File: src/rtl/cpu_types_pkg.sv
// Types and constants shared by the caches and the memory arbiter.
package cpu_types_pkg;

    localparam int unsigned WORD_W       = 32;
    localparam int unsigned BLK_WORD_BIT = 2;

    typedef logic [WORD_W-1:0] word_t;

    typedef enum logic [1:0] {
        FREE   = 2'd0,
        BUSY   = 2'd1,
        ACCESS = 2'd2,
        ERROR  = 2'd3
    } ramstate_t;

    typedef enum logic [1:0] {
        IDLE  = 2'd0,
        GNT_D = 2'd1,
        GNT_I = 2'd2
    } arb_state_t;

    // Memory-mapped counter location the dcache writes on halt.
    localparam word_t CNT_ADDR = 32'h0000_3100;

endpackage

File: src/rtl/starve_ctr.sv
// Saturating wait counter: clear has priority over increment, holds at all-ones.
module starve_ctr #(
    parameter int unsigned CNT_W = 4
) (
    input  logic             CLK,
    input  logic             nRST,
    input  logic             i_inc,
    input  logic             i_clr,
    output logic [CNT_W-1:0] o_count,
    output logic             o_sat
);

    localparam logic [CNT_W-1:0] CNT_MAX = '1;

    logic [CNT_W-1:0] r_count;

    always_ff @(posedge CLK or negedge nRST) begin
        if (!nRST) begin
            r_count <= '0;
        end else if (i_clr) begin
            r_count <= '0;
        end else if (i_inc && (r_count != CNT_MAX)) begin
            r_count <= r_count + CNT_W'(1);
        end
    end

    assign o_count = r_count;
    assign o_sat   = (r_count == CNT_MAX);

endmodule

File: src/rtl/mem_arbiter.sv
// Single-port RAM arbiter between icache and dcache, with dcache block lock
// and bounded icache starvation.
module mem_arbiter
    import cpu_types_pkg::*;
#(
    parameter int unsigned STARVE_MAX = 8,
    parameter int unsigned CNT_W      = 4
) (
    input  logic              CLK,
    input  logic              nRST,
    input  logic              iREN,
    input  logic [WORD_W-1:0] iaddr,
    output logic              iwait,
    output logic [WORD_W-1:0] iload,
    input  logic              dREN,
    input  logic              dWEN,
    input  logic [WORD_W-1:0] daddr,
    input  logic [WORD_W-1:0] dstore,
    output logic              dwait,
    output logic [WORD_W-1:0] dload,
    output logic              ramREN,
    output logic              ramWEN,
    output logic [WORD_W-1:0] ramaddr,
    output logic [WORD_W-1:0] ramstore,
    input  logic [WORD_W-1:0] ramload,
    input  logic [1:0]        ramstate,
    output logic              ram_err
);

    arb_state_t       r_state;
    arb_state_t       w_next;
    ramstate_t        w_rs;
    logic             w_dreq;
    logic             w_access;
    logic             w_error;
    logic             w_starved;
    logic             w_inc;
    logic             w_clr;
    logic             w_sat;
    logic [CNT_W-1:0] w_count;
    logic             r_err;

    assign w_rs     = ramstate_t'(ramstate);
    assign w_dreq   = dREN | dWEN;
    assign w_access = (w_rs == ACCESS);
    assign w_error  = (w_rs == ERROR);

    // Wait accrues while icache is asking but not being served.
    assign w_inc = iREN && (r_state != GNT_I);
    assign w_clr = !iREN || ((r_state == GNT_I) && w_access);

    starve_ctr #(
        .CNT_W (CNT_W)
    ) u_starve (
        .CLK     (CLK),
        .nRST    (nRST),
        .i_inc   (w_inc),
        .i_clr   (w_clr),
        .o_count (w_count),
        .o_sat   (w_sat)
    );

    assign w_starved = w_sat || (w_count >= CNT_W'(STARVE_MAX));

    always_ff @(posedge CLK or negedge nRST) begin
        if (!nRST) begin
            r_state <= IDLE;
        end else begin
            r_state <= w_next;
        end
    end

    // Grant decision and RAM port muxing; starvation only wins from IDLE.
    always_comb begin
        w_next   = r_state;
        iwait    = 1'b1;
        dwait    = 1'b1;
        ramREN   = 1'b0;
        ramWEN   = 1'b0;
        ramaddr  = '0;
        ramstore = '0;
        case (r_state)
            IDLE: begin
                if (iREN && w_starved) begin
                    w_next = GNT_I;
                end else if (w_dreq) begin
                    w_next = GNT_D;
                end else if (iREN) begin
                    w_next = GNT_I;
                end else begin
                    w_next = IDLE;
                end
            end
            GNT_D: begin
                ramaddr  = daddr;
                ramstore = dstore;
                ramWEN   = dWEN;
                ramREN   = dREN & ~dWEN;
                dwait    = ~w_access;
                // Hold the grant after the first word so the block stays contiguous.
                if (!w_dreq) begin
                    w_next = IDLE;
                end else if (w_access && daddr[BLK_WORD_BIT]) begin
                    w_next = IDLE;
                end
            end
            GNT_I: begin
                ramaddr = iaddr;
                ramREN  = 1'b1;
                iwait   = ~w_access;
                if (w_access || !iREN) begin
                    w_next = IDLE;
                end
            end
            default: begin
                w_next = IDLE;
            end
        endcase
    end

    always_ff @(posedge CLK or negedge nRST) begin
        if (!nRST) begin
            r_err <= 1'b0;
        end else if ((r_state != IDLE) && w_error) begin
            r_err <= 1'b1;
        end
    end

    assign ram_err = r_err;
    assign iload   = ramload;
    assign dload   = ramload;

endmodule

File: config.mk
export PLATFORM = sky130hd
export DESIGN_NAME = mem_arbiter
export DESIGN_NICKNAME = d
export VERILOG_FILES = /design/src/rtl/cpu_types_pkg.sv /design/src/rtl/starve_ctr.sv /design/src/rtl/mem_arbiter.sv
export SDC_FILE = /design/constraint.sdc
export NUM_CORES = 1
export LEC_CHECK = 0
export ABC_AREA = 0
export BUFFER_PORTS_ARGS = -buffer_cell sky130_fd_sc_hd__buf_2
export CAP_MARGIN = 20
export CELL_PAD_IN_SITES_DETAIL_PLACEMENT = 1
export CELL_PAD_IN_SITES_GLOBAL_PLACEMENT = 2
export CORE_MARGIN = 1
export CORE_UTILIZATION = 12
export CTS_CLUSTER_DIAMETER = 120
export DETAILED_ROUTE_END_ITERATION = 10
export PLACE_DENSITY = 0.95
export SYNTH_ARGS = -nofsm -noshare
export SYNTH_HDL_FRONTEND = slang
export SYNTH_SLANG_ARGS = --single-unit
File: constraint.sdc
create_clock -name CLK -period 2.2 [get_ports CLK]
set_input_delay 0.11 -clock CLK [delete_from_list [all_inputs] [get_ports CLK]]
set_output_delay 0.11 -clock CLK [all_outputs]
set_load 0.02 [all_outputs]
==> flow_results.org <==
** Global routing
- The via count of the first global-routing pass was 1799.
- The first global-routing pass estimated 9490 um of wire.
- Total overflow reported by the global router :: 0
- Entering global routing, the biggest net connects 55 pins.
- Antenna violations before repair :: 0
- Tot GR Track Use :: 8.29%

** Worst setup path
- Among cell families on the critical path, the largest total delay comes from buffers and inverters.
- Critical path peak fanout :: 54
- Data required time at the worst endpoint :: 2.09 ns
- Reg2Reg Capture Point :: u_starve.o_count[3]
- The worst setup path is captured at a primary output.
- Total buffers and inverters traversed by the critical path :: 3
- For this run, the slowest stage of the critical path takes 0.39 ns.
- The worst setup path is launched from a flip-flop.
- Slowest cell on crit path :: ha_2
- STA puts the critical path data arrival time at 1.81 ns.
- The worst setup path is of the flip-flop to primary output kind.
- Beginning of the worst register-to-register path :: r_state[0]
- Path depth of the worst reg2reg path :: 7
- The signal on the critical path passes through inv_1 -> ha_2 -> buf_12 -> a22oi_1 -> nor2b_1 -> buf_2.
- Reg2reg setup slack :: 0.66 ns

** Placement
- Pre-CTS worst setup slack :: 0.502 ns
- Post-DP HPWL :: 5200 um
- Count of buffers inserted at the top-level ports :: 171
- Total instance count after detailed placement :: 495
- Routability-driven placement finished with a final weighted congestion of 0.756.

** Synthesis
- For this run, the number of Yosys warnings is 0.
- Sequential cell area fraction in the yosys report :: 10.7%
- Synthesis handed over a netlist of 222 instances.
- Count of unique library cells instantiated by Yosys :: 24
- Area contributors post-synth :: buf_4, a22oi_1, and2_1
- Most common flop cell mapped by yosys :: dfrtp_1
- Per-instance average area after synthesis :: 7.37 um2
- The synthesized design contains 0 enable-type register cells.
- In the synthesized netlist the async set-or-reset flop fraction comes to 100%.
- The cell area that synthesis handed to floorplanning was 1640 um2.
- Synthesis inferred 7 register bits.
- Ranking of synthesized cells by instance count :: buf_4, and2_1, nor2b_1, a22oi_1, nand2_1
- Library cell with the highest instance count after synthesis :: buf_4
- Counting every net in the synthesized netlist gives 362.
- Summed over all instances, the cell type with the most area after synthesis is buf_4.
- Fraction of synthesized cell area taken by the top area cell type :: 29.8%

** Clock tree
- Cell at the root of the clock tree :: clkbuf_16
- After clock tree synthesis, the clock-pin slew on the worst setup and hold paths is 0.04 ns.
- Post-CTS Repair Setup Buffers :: 0
- Post-CTS repair changed the size of 0 cells.
- Clock tree synthesis found a total of 7 sinks.
- TritonCTS clock tree :: yes
- Insertion delay to the later sink of the worst-skew pair :: 0.23 ns
- Depth of the CTS H-tree :: 1
- In this run the deepest clock path goes through 2 buffers.
- TritonCTS buffer count :: 3

** Final layout
- Number of antenna cells inserted :: 0
- Layout cell share with drive strength beyond 1 :: 55.9%
- # nets final :: 465
- Counting the fill cells in the layout gives 1665.
- From synthesis to final layout, the design area changed by 41.3%.
- Finished Layout Cells :: 500

** Outcome
- The flow ran to the end, and the final reports show no timing, DRC or antenna violations.

** Timing
- Portion of the clock cycle consumed by the worst path in the final layout :: 87.2%
- At the pin with the least slew margin, the transition time is 0.403 ns.
- Count of pins over their slew limit :: 0
- Setup repair after global routing left no endpoint under its margin.
- In the final timing run, aggregate negative setup slack is 0 ns.
- Relative slew slack :: 73.1%
- Maximum achievable frequency :: 521 MHz
- Largest clock skew in the final design :: 0.00404 ns
- The final number of hold-violating endpoints was 0.
- Final Critical Period :: 1.92 ns
- Setup slack closes at 0.282 ns.
- Setup violations remaining at the end of the flow were counted as 0.

** Worst hold path
- For hold timing, the worst endpoint is ram_err.
- Number of cells on the worst hold path :: 3
- Source of the worst hold timing path :: ramstate[0]
- The min-delay analysis places its worst path in the category input port to flip-flop.

** Pwr
- Worst-case vdd ir drop :: 0.271 mV
- Combinational share of power :: 79.3%
- Power share of the sequential group :: 7.5%
- Net switching power figure :: 1.22 mW
- Total power after layout :: 2.36 mW
- Pint :: 1.14 mW
- The clock network accounts for 13.2% of the total power.
- Net Sw Frac :: 51.6%
- Static Leak :: 1.24 nW
- Total power per unit cell area :: 1020 nW/um2

** Die
- After floorplanning, the core was divided into 42 placement rows.
- I/O pin cnt :: 268
- Once the floorplan was initialized, standard cells occupied 12.3% of the core.
- The die covers 14100 um2.
- Horizontal die dimension :: 119 um
- Core area :: 13200 um2
- In this run the vertical extent of the chip is 119 um.

** Run
- Number of max-capacitance violations reported :: 0

** Routing
- Antenna viol nets, final :: 0
- After detailed routing, the total wire length is 6290 um.
- The first TritonRoute pass finished after 3 iterations.
- In the routed design, unresolved DRC markers number 0.
- Routed via count :: 1807
- Using the TritonRoute via totals, the vias-per-cell ratio works out to 3.61.
- After detailed routing, the average wire length per cell comes to 12.6 um.
- Violation count after the first detailed-route iteration :: 57
## power groups by stage
stage	registers (mW)	logic [mW]	clock network [mW]
floorplan	0.173	1.39	0
global route	0.179	2.03	0.326
finish	0.176	1.87	0.313
CTS	0.177	1.91	0.320
detailed placement	0.179	1.90	0
global placement	0.178	1.89	0
## cell type report
| type | instances | area [um2] | share of cell area (%) |
|---|---|---|---|
| timing repair buffer | 176 | 921 | 39.8 |
| tap | 176 | 220 | 9.53 |
| sequential | 7 | 175 | 7.58 |
| multi-input combinational | 133 | 900 | 38.9 |
| clock buffer | 3 | 75.1 | 3.25 |
| clock inverter | 1 | 5.00 | 0.217 |
| inverter | 4 | 15.0 | 0.650 |
## what timing repair did
item                       4_1_cts  5_1_grt
hold buffers                     1        0
hold endpoints to repair         7        0
setup endpoints to repair        0        0
## layout by cell type, fill, tap and decap left out, types with 2 or more instances in the layout
cell type / netlist / layout
buf_2: 3 / 171
mux2i_1: 2 / 2
nand2_1: 9 / 9
buf_12: 0 / 2
o21ai_1: 2 / 2
inv_1: 4 / 4
xor2_1: 2 / 2
buf_4: 65 / 2
nor2_1: 6 / 6
nor2b_1: 33 / 33
dfrtp_1: 7 / 7
ha_1: 5 / 4
a21oi_1: 2 / 2
and2_1: 33 / 33
clkbuf_16: 0 / 3
a22oi_1: 32 / 32
## metal layers
metal / track usage (%) / vias to the layer above / wire length (um)
met4: 3.16 / 0 / 174
met3: 1.98 / 26 / 583
met2: 14.5 / 91 / 3020
met5: 0 / - / 0
met1: 9.66 / 817 / 2510
li1: - / 873 / -
## sequential cells by signal, indices dropped and copies added, names as in the netlist
name / cells
u_starve.o_count: 4
r_state: 2
ram_err: 1
## how the worst max path moves through the flow
| stage | startpoint | endpoint | cells past startpoint |
|---|---|---|---|
| final | r_state[1] | ramaddr[0] | 6 |
| after floorplan | r_state[1] | ramaddr[10] | 5 |
| after CTS | r_state[1] | ramaddr[0] | 6 |
| after detailed placement | r_state[1] | ramaddr[0] | 6 |
| after global placement | r_state[1] | ramaddr[23] | 6 |
| after global routing | r_state[1] | ramaddr[0] | 6 |
## kinds of logic after synthesis
family                     share of synthesized area, %
AOI/OAI and AO/OA                                  18.6
xor gates and xnor gates                           1.61
adders and majority gates                          3.83
buffers and inverters                              34.4
DFF                                                10.7
muxes                                              1.22
and+or+nand+nor                                    29.6
## per-stage QoR
| step | hold WS (ns) | util, % | area, um2 |
|---|---|---|---|
| after floorplan | -0.186 | - | 1640 |
| after global placement | -0.0417 | 16.8 | 2220 |
| after detailed placement | -0.0351 | 16.8 | 2220 |
| after CTS | 0.148 | 17.5 | 2310 |
| after global routing | 0.179 | 17.5 | 2310 |
| final | 0.144 | 17.5 | 2310 |
## worst register-to-register path, stage by stage (launching register included)
cell and delay, ns:
dfrtp_1 0.35, inv_1 0.08, ha_1 0.22, buf_4 0.19, a31oi_4 0.22, nand4_1 0.14
xor2_1 0.16, nor2_1 0.06
Power figures use the tool's default switching activity.
